<file path="src/rtl/muldiv_sequencer_pkg.sv">
// Shared types and constants for the multiply/divide sequencer.
package muldiv_sequencer_pkg;

  localparam int DATA_W = 32;
  localparam int CNT_W  = 6;

  localparam int DEF_MUL_TIMEOUT = 40;
  localparam int DEF_DIV_TIMEOUT = 40;

  localparam logic OP_MULT = 1'b0;
  localparam logic OP_DIV  = 1'b1;

  typedef enum logic [1:0] {
    ST_IDLE   = 2'd0,
    ST_CLEAR  = 2'd1,
    ST_RUN    = 2'd2,
    ST_COMMIT = 2'd3
  } state_e;

  // Watchdog increment that sticks at all-ones instead of wrapping.
  function automatic logic [CNT_W-1:0] sat_inc(input logic [CNT_W-1:0] v);
    return (v == '1) ? v : v + CNT_W'(1);
  endfunction

endpackage

</file>
<file path="src/rtl/muldiv_sequencer_if.sv">
// Request/response interface between the CPU control unit and the mult/div sequencer.
interface muldiv_sequencer_if;
  import muldiv_sequencer_pkg::*;

  logic              op_valid;
  logic              op_ready;
  logic              op_code;
  logic [DATA_W-1:0] opnd_a;
  logic [DATA_W-1:0] opnd_b;
  logic [DATA_W-1:0] hi;
  logic [DATA_W-1:0] lo;
  logic              busy;
  logic              done;
  logic              div_zero;
  logic              timeout_err;

  modport master (
    output op_valid, op_code, opnd_a, opnd_b,
    input  op_ready, hi, lo, busy, done, div_zero, timeout_err
  );

  modport slave (
    input  op_valid, op_code, opnd_a, opnd_b,
    output op_ready, hi, lo, busy, done, div_zero, timeout_err
  );
endinterface

</file>
<file path="src/rtl/muldiv_sequencer.sv">
// Sequences the shared iterative multiplier/divider: clear, run with watchdog,
// commit result into architectural HI/LO. All outputs are registered.
module muldiv_sequencer
  import muldiv_sequencer_pkg::*;
#(
  parameter int MUL_TIMEOUT = DEF_MUL_TIMEOUT,
  parameter int DIV_TIMEOUT = DEF_DIV_TIMEOUT
) (
  input  logic              clk,
  input  logic              reset_n,
  muldiv_sequencer_if.slave req,
  output logic              mult_reset,
  output logic              mult_ctrl,
  output logic              div_reset,
  output logic              div_ctrl,
  output logic [DATA_W-1:0] unit_a,
  output logic [DATA_W-1:0] unit_b,
  input  logic [DATA_W-1:0] mult_hi,
  input  logic [DATA_W-1:0] mult_lo,
  input  logic              mult_done,
  input  logic [DATA_W-1:0] div_hi,
  input  logic [DATA_W-1:0] div_lo,
  input  logic              div_done
);

  // Watchdog fires on the last allowed RUN cycle (counter starts at 0).
  localparam logic [CNT_W-1:0] MUL_LIM = CNT_W'(MUL_TIMEOUT - 1);
  localparam logic [CNT_W-1:0] DIV_LIM = CNT_W'(DIV_TIMEOUT - 1);

  state_e            state_q, state_d;
  logic              op_q, op_d;
  logic [DATA_W-1:0] unit_a_q, unit_a_d;
  logic [DATA_W-1:0] unit_b_q, unit_b_d;
  logic [CNT_W-1:0]  cnt_q, cnt_d;
  logic [DATA_W-1:0] hi_q, hi_d;
  logic [DATA_W-1:0] lo_q, lo_d;
  logic              op_ready_q, op_ready_d;
  logic              busy_q, busy_d;
  logic              done_q, done_d;
  logic              div_zero_q, div_zero_d;
  logic              timeout_err_q, timeout_err_d;
  logic              mult_reset_q, mult_reset_d;
  logic              mult_ctrl_q, mult_ctrl_d;
  logic              div_reset_q, div_reset_d;
  logic              div_ctrl_q, div_ctrl_d;

  logic              sel_done;
  logic [DATA_W-1:0] sel_hi;
  logic [DATA_W-1:0] sel_lo;
  logic [CNT_W-1:0]  sel_lim;

  // Route the selected unit's status/result; the other unit is ignored.
  always_comb begin
    sel_done = (op_q == OP_DIV) ? div_done : mult_done;
    sel_hi   = (op_q == OP_DIV) ? div_hi   : mult_hi;
    sel_lo   = (op_q == OP_DIV) ? div_lo   : mult_lo;
    sel_lim  = (op_q == OP_DIV) ? DIV_LIM  : MUL_LIM;
  end

  // Next-state, datapath capture and registered output decode.
  always_comb begin
    state_d       = state_q;
    op_d          = op_q;
    unit_a_d      = unit_a_q;
    unit_b_d      = unit_b_q;
    cnt_d         = cnt_q;
    hi_d          = hi_q;
    lo_d          = lo_q;
    done_d        = 1'b0;
    div_zero_d    = 1'b0;
    timeout_err_d = timeout_err_q;

    case (state_q)
      ST_IDLE: begin
        if (req.op_valid) begin
          op_d          = req.op_code;
          unit_a_d      = req.opnd_a;
          unit_b_d      = req.opnd_b;
          timeout_err_d = 1'b0;
          if (req.op_code == OP_DIV && req.opnd_b == '0) begin
            div_zero_d = 1'b1;
          end else begin
            state_d = ST_CLEAR;
          end
        end
      end
      ST_CLEAR: begin
        cnt_d   = '0;
        state_d = ST_RUN;
      end
      ST_RUN: begin
        // cnt_q == 0 marks the first RUN cycle, where a done left over
        // from the previous operation must not be trusted.
        if (sel_done && cnt_q != '0) begin
          state_d = ST_COMMIT;
        end else if (cnt_q >= sel_lim) begin
          timeout_err_d = 1'b1;
          state_d       = ST_IDLE;
        end else begin
          cnt_d = sat_inc(cnt_q);
        end
      end
      ST_COMMIT: begin
        hi_d    = sel_hi;
        lo_d    = sel_lo;
        done_d  = 1'b1;
        state_d = ST_IDLE;
      end
      default: state_d = ST_IDLE;
    endcase

    // Unit controls are decoded from the next state so they line up with state_q.
    op_ready_d   = (state_d == ST_IDLE);
    busy_d       = (state_d != ST_IDLE);
    mult_reset_d = (state_d == ST_CLEAR) && (op_d == OP_MULT);
    div_reset_d  = (state_d == ST_CLEAR) && (op_d == OP_DIV);
    mult_ctrl_d  = (state_d == ST_RUN)   && (op_d == OP_MULT);
    div_ctrl_d   = (state_d == ST_RUN)   && (op_d == OP_DIV);
  end

  // State, datapath and output registers; reset clears everything including HI/LO.
  always_ff @(posedge clk or negedge reset_n) begin
    if (!reset_n) begin
      state_q       <= ST_IDLE;
      op_q          <= OP_MULT;
      unit_a_q      <= '0;
      unit_b_q      <= '0;
      cnt_q         <= '0;
      hi_q          <= '0;
      lo_q          <= '0;
      op_ready_q    <= 1'b0;
      busy_q        <= 1'b0;
      done_q        <= 1'b0;
      div_zero_q    <= 1'b0;
      timeout_err_q <= 1'b0;
      mult_reset_q  <= 1'b0;
      mult_ctrl_q   <= 1'b0;
      div_reset_q   <= 1'b0;
      div_ctrl_q    <= 1'b0;
    end else begin
      state_q       <= state_d;
      op_q          <= op_d;
      unit_a_q      <= unit_a_d;
      unit_b_q      <= unit_b_d;
      cnt_q         <= cnt_d;
      hi_q          <= hi_d;
      lo_q          <= lo_d;
      op_ready_q    <= op_ready_d;
      busy_q        <= busy_d;
      done_q        <= done_d;
      div_zero_q    <= div_zero_d;
      timeout_err_q <= timeout_err_d;
      mult_reset_q  <= mult_reset_d;
      mult_ctrl_q   <= mult_ctrl_d;
      div_reset_q   <= div_reset_d;
      div_ctrl_q    <= div_ctrl_d;
    end
  end

  assign req.op_ready    = op_ready_q;
  assign req.busy        = busy_q;
  assign req.done        = done_q;
  assign req.div_zero    = div_zero_q;
  assign req.timeout_err = timeout_err_q;
  assign req.hi          = hi_q;
  assign req.lo          = lo_q;
  assign mult_reset      = mult_reset_q;
  assign mult_ctrl       = mult_ctrl_q;
  assign div_reset       = div_reset_q;
  assign div_ctrl        = div_ctrl_q;
  assign unit_a          = unit_a_q;
  assign unit_b          = unit_b_q;

endmodule

</file>
<file path="src/flat_wrapper.sv">
// flat-port wrapper written by rule: the top's interface ports become plain ports
module muldiv_sequencer_flat import muldiv_sequencer_pkg::*;
#(
  parameter int MUL_TIMEOUT = DEF_MUL_TIMEOUT,
  parameter int DIV_TIMEOUT = DEF_DIV_TIMEOUT
)
  (clk, reset_n, mult_reset, mult_ctrl, div_reset, div_ctrl, unit_a, unit_b, mult_hi, mult_lo, mult_done, div_hi, div_lo, div_done, req_op_valid, req_op_code, req_opnd_a, req_opnd_b, req_op_ready, req_hi, req_lo, req_busy, req_done, req_div_zero, req_timeout_err);
  muldiv_sequencer_if req_i ();
  input  logic clk;
  input  logic reset_n;
  output logic mult_reset;
  output logic mult_ctrl;
  output logic div_reset;
  output logic div_ctrl;
  output logic [DATA_W-1:0] unit_a;
  output logic [DATA_W-1:0] unit_b;
  input  logic [DATA_W-1:0] mult_hi;
  input  logic [DATA_W-1:0] mult_lo;
  input  logic mult_done;
  input  logic [DATA_W-1:0] div_hi;
  input  logic [DATA_W-1:0] div_lo;
  input  logic div_done;
  input wire logic [$bits(req_i.op_valid)-1:0] req_op_valid;
  input wire logic [$bits(req_i.op_code)-1:0] req_op_code;
  input wire logic [$bits(req_i.opnd_a)-1:0] req_opnd_a;
  input wire logic [$bits(req_i.opnd_b)-1:0] req_opnd_b;
  output wire logic [$bits(req_i.op_ready)-1:0] req_op_ready;
  output wire logic [$bits(req_i.hi)-1:0] req_hi;
  output wire logic [$bits(req_i.lo)-1:0] req_lo;
  output wire logic [$bits(req_i.busy)-1:0] req_busy;
  output wire logic [$bits(req_i.done)-1:0] req_done;
  output wire logic [$bits(req_i.div_zero)-1:0] req_div_zero;
  output wire logic [$bits(req_i.timeout_err)-1:0] req_timeout_err;
  assign req_i.op_valid = req_op_valid;
  assign req_i.op_code = req_op_code;
  assign req_i.opnd_a = req_opnd_a;
  assign req_i.opnd_b = req_opnd_b;
  assign req_op_ready = req_i.op_ready;
  assign req_hi = req_i.hi;
  assign req_lo = req_i.lo;
  assign req_busy = req_i.busy;
  assign req_done = req_i.done;
  assign req_div_zero = req_i.div_zero;
  assign req_timeout_err = req_i.timeout_err;
  muldiv_sequencer #(.MUL_TIMEOUT(MUL_TIMEOUT), .DIV_TIMEOUT(DIV_TIMEOUT)) u_core (.clk(clk), .reset_n(reset_n), .req(req_i), .mult_reset(mult_reset), .mult_ctrl(mult_ctrl), .div_reset(div_reset), .div_ctrl(div_ctrl), .unit_a(unit_a), .unit_b(unit_b), .mult_hi(mult_hi), .mult_lo(mult_lo), .mult_done(mult_done), .div_hi(div_hi), .div_lo(div_lo), .div_done(div_done));
endmodule
</file>
<file path="config.mk">
export PLATFORM = sky130hd
export DESIGN_NAME = muldiv_sequencer_flat
export DESIGN_NICKNAME = d
export VERILOG_FILES = /design/src/rtl/muldiv_sequencer_pkg.sv /design/src/rtl/muldiv_sequencer_if.sv /design/src/rtl/muldiv_sequencer.sv /design/src/flat_wrapper.sv
export SDC_FILE = /design/constraint.sdc
export NUM_CORES = 1
export LEC_CHECK = 0
export BUFFER_PORTS_ARGS = -buffer_cell sky130_fd_sc_hd__buf_2
export CAP_MARGIN = 10
export CORE_AREA = 2 2 131 133
export DETAILED_ROUTE_END_ITERATION = 10
export DIE_AREA = 0 0 133 135
export PLACE_DENSITY = 0.69
export SYNTH_ARGS = -nofsm -noshare
export SYNTH_HDL_FRONTEND = slang
export SYNTH_SLANG_ARGS = --single-unit
</file>
<file path="constraint.sdc">
create_clock -name clk -period 2.75 [get_ports clk]
set_clock_uncertainty 0.1 [all_clocks]
set_input_delay 0.825 -clock clk [delete_from_list [all_inputs] [get_ports clk]]
set_output_delay 0.825 -clock clk [all_outputs]
set_load 0.01 [all_outputs]
</file>
---- After elaboration in Yosys (flattened, before gate mapping) ----
Cells that the tools add are included.
operators by class
  add/subtract/negate cells ............... 1
  $lt $le $gt $ge ......................... 1
  equal/unequal tests ..................... 11
  muxes and demuxes ....................... 22
  bitwise operators ....................... 1
  reductions and logical operators ........ 16
operators by type and width
  cell                   count
  $mux W32               2
  $logic_not A32 Y1      1
  $mux W6                3
  $pmux W6 S2            1
  $mux W1                10
  $mux W2                4
  $ne A2 B2 Y1 const B   4
  $pmux W2 S4            1
  $reduce_and A4 Y1      2
  $add A6 B1 Y6 const B  1
  $eq A2 B2 Y1 const B   3
  $eq A6 B6 Y1 const B   1
  $ge A6 B6 Y1 const B   1
  $logic_and A1 B1 Y1    6
  $reduce_bool A2 Y1     3
  $reduce_bool A6 Y1     1
  $eq A2 B1 Y1 const B   2
  $logic_not A2 Y1       2
  $ne A2 B1 Y1 const B   1
  $pmux W1 S2            1
  $reduce_and A2 Y1      1
  $not A1 Y1             1
word-level totals
  register bits after elaboration ......... 146
  input bits .............................. 198
  output and inout port bits .............. 137
  logic and storage cells ................. 68

---- Logic depth before layout (Yosys ltp) ----
  depth in word-level cells ............... 7
  mapped depth ............................ 6

---- Least setup slack after synthesis ----
No wires, ideal clock.
  path kind ............................... input port to flip-flop
  start point ............................. in req_opnd_b[1]
  end point ............................... reg u_core.state_q[0]
  library setup time ...................... 0.142 ns
  arrival time ............................ 1.607 ns
  data required time ...................... 2.508 ns
  setup slack ............................. 0.901 ns
  stages .................................. 4
  path through ............................ nor4b_1 nand4_1 nor3_2 o32ai_1
on the way
  word-level cells in the longest chain between the ends .. 5
ends and longest elaborated chain
  item                         line                     source
  start: declaration           flat_wrapper.sv:26       input wire logic [$bits(req_i.opnd_b)-1:0] req_opnd_b;
  $logic_not A32 Y1            muldiv_sequencer.sv:80   if (req.op_code == OP_DIV && req.opnd_b == '0) begin
  $logic_and A1 B1 Y1          muldiv_sequencer.sv:80
  $mux W2                      muldiv_sequencer.sv:80
  $mux W2                      muldiv_sequencer.sv:75   if (req.op_valid) begin
  $pmux W2 S4                  muldiv_sequencer.sv:73   case (state_q)
  named net u_core.state_d[0]  muldiv_sequencer.sv:30   state_e state_q, state_d;
  end signal: assignment       muldiv_sequencer.sv:141  state_q <= state_d;
  end: declaration             muldiv_sequencer.sv:30
The timed path passes the listed nets, and every way through them passes these cells.
A chain may end at the register's enable or synchronous reset.

---- Final worst setup path ----
  start point ............................. reg u_core.unit_b_q[9], in the netlist u_core.unit_b[9]
  end point ............................... out unit_b[9]
RTL lines
  item                      line                     source
  start: declaration        muldiv_sequencer.sv:33   logic [DATA_W-1:0] unit_b_q, unit_b_d;
  start signal: assignment  muldiv_sequencer.sv:144  unit_b_q <= unit_b_d;
  end: declaration          flat_wrapper.sv:16       output logic [DATA_W-1:0] unit_b;
No word-level cell between the ends.

==> impl_metrics.json <==
{
  "outcome": "complete, no violations",
  "setup_viol": 0,
  "syn_to_final_growth_pct": 40.1,
  "maxCapViolCount": 0,
  "timing.slew.headroom": 0.623,
  "ff2ff_path_depth": 5,
  "netlist_instances": 646,
  "crit_cells": 1,
  "ant_nets": 0,
  "synth_area_leaders": "dfrtp_1, nand2_1, mux2i_1",
  "critPathKind": "reg -> out",
  "dr_total_vias": 5627,
  "synthesis.area_um2": 6240,
  "critPathBufInv": 1,
  "synth_top_area_frac": 0.585,
  "cts_hold_buf": 0,
  "endpoint": "unit_b[9]",
  "worstMarginPinSlew_ps": 564,
  "hp-class": "in -> async",
  "core_area_um2": 16400,
  "top_usage_layer": "met2",
  "drive_gt1_frac": 0.388,
  "yosys.area.top_type": "dfrtp_1",
  "synth-seq-cells": 146,
  "met1_usage": 0.239,
  "antenna_found_initial": 2,
  "grt_use_total": 0.202,
  "rows": 47,
  "avgSynthCellArea_um2": 9.67,
  "crit_chain": "buf_2",
  "fmax_ghz": 0.521,
  "die_h_um": 135,
  "start_kind": "register",
  "cts_sinks": 146,
  "cts_tree": "built",
  "port_buffers": 334,
  "final.setup.tns_ps": 0,
  "vdd_drop_max_uv": 555,
  "netlist_top_cells_count": "nand2_1, dfrtp_1, nor2_1, a21oi_1, mux2i_1",
  "cts_htree_levels": 4,
  "synth_edf_count": 0,
  "via_per_inst": 4.68,
  "critPathTopFamily": "flip-flops",
  "r2r_end": "u_core.cnt_q[0]",
  "yosysWarnings": 0,
  "endpoint_kind": "output port",
  "ctsResizeCount": 0,
  "routedWlPerCell_um": 15.2,
  "hold_ws_ps": 212,
  "p_leak_uw": 0.00459,
  "clockRootBuffer": "clkbuf_16",
  "met3_usage": 0.0653,
  "clk_pin_slew_ps": 60,
  "grt_pass1_vias": 5520,
  "grt_pass1_wl_mm": 28.0,
  "drc": 0,
  "crit_path_max_fanout": 2,
  "cts_buffers": 17,
  "power_uw": 9880,
  "hold_viol": 0,
  "gr-usage-met2": 0.346,
  "dieArea_um2": 18000,
  "finalCriticalPeriod_ps": 1920,
  "dpl.hpwl_mm": 13.5,
  "die_x_um": 133,
  "cts_buffer_depth": 2,
  "drtIter0Drc": 223,
  "seq_area_frac_synth": 0.585,
  "period_share": 0.698,
  "wirelength_mm": 18.3,
  "cp_slowest_cell": "dfrtp_1",
  "nFillCells": 1482,
  "ys_async_sr_fraction": 1.00,
  "crit_path_start": "u_core.unit_b[9]",
  "synth_nets": 846,
  "ios": 335,
  "synth_cell_types": 34,
  "ys.flop_type": "dfrtp_1",
  "finish.utilization": 0.533,
  "worstPathArrival_ps": 1000,
  "rrSetupSlack_ps": 850,
  "cp.required_ps": 1830,
  "start_util": 0.381,
  "r2r-start": "u_core.cnt_q[0]",
  "grt_overflow_total": 0,
  "clk_latency_ps": 410,
  "finalNetCount": 1169,
  "p_per_area_nw_per_um2": 1130,
  "cts_setup_buffers": 0,
  "grt_max_degree": 131,
  "cp_slowest_stage_delay_ps": 420,
  "synth.most_common_cell": "nand2_1",
  "globalplace.congestion": 0.789,
  "first_pass_iters": 5,
  "rsz0062_at_grt": "no",
  "report.final.slew_viol_count": 0
}
[routing by layer]
layer / vias to the layer above / share of wire
met3: 25 / 0.086
met1: 2581 / 0.40
li1: 2786 / -
met5: - / 0.00071
met2: 233 / 0.49
met4: 2 / 0.018
[area by class of cell]
cell class,instances,area [um2],area share
tap,220,275,0.0315
inverter,6,22.5,0.00257
clock buffer,19,443,0.0506
sequential,146,3660,0.418
multi-input combinational,456,2410,0.275
clock inverter,13,126,0.0144
timing repair buffer,342,1810,0.207
antenna,1,2.50,0.000286
[cells by family after synthesis]
logic type      Yosys count  share of synthesized area
fa+ha+maj                 2                    0.00401
compound gates           85                     0.0789
buf+inv                  44                     0.0325
flops                   146                      0.585
simple gates            304                      0.193
mux                      65                      0.106
[cells in the final DEF, fill, tap and decap left out, types with 5 or more instances in the layout]
master     synthesis  routed
dfrtp_1          146     145
nand3_1            8       7
inv_1              5       5
nor4_1             7       7
buf_2             24     333
a21oi_1           67      67
nand2_1          201     201
buf_12             0       6
mux2i_1           64      64
clkbuf_16          0      17
nor2_1            76      74
[through the flow]
| step | setup WS [ps] | instance area (um2) | instances |
|---|---|---|---|
| finish | 829 | 8750 | 1203 |
| global route | 725 | 8750 | 1202 |
| CTS | 800 | 8750 | 1202 |
| detailed placement | 590 | 8180 | 1170 |
| global placement | 569 | 8180 | 1170 |
| floorplan | 901 | 6240 | 646 |
[power by group]
part | total, uW | switching [uW] | internal (uW)
sequential | 3640 | 528 | 3110
clock | 2230 | 948 | 1280
combinational | 4010 | 2350 | 1670
[worst min path at each step]
stage / endpoint
finish: u_core.unit_b[14]
global route: u_core.unit_b[14]
CTS: u_core.unit_b[14]
detailed placement: u_core.unit_b[28]
global placement: u_core.unit_b[13]
floorplan: u_core.unit_a[0]
[sequential cells by signal, indices dropped and copies added, names as in the netlist, 2 cells and up]
name,cells
u_core.cnt_q,6
u_core.unit_a,32
u_core.req.hi,32
u_core.unit_b,32
u_core.state_q,2
u_core.req.lo,32
Note: power is estimated with default switching activity, not from simulation.
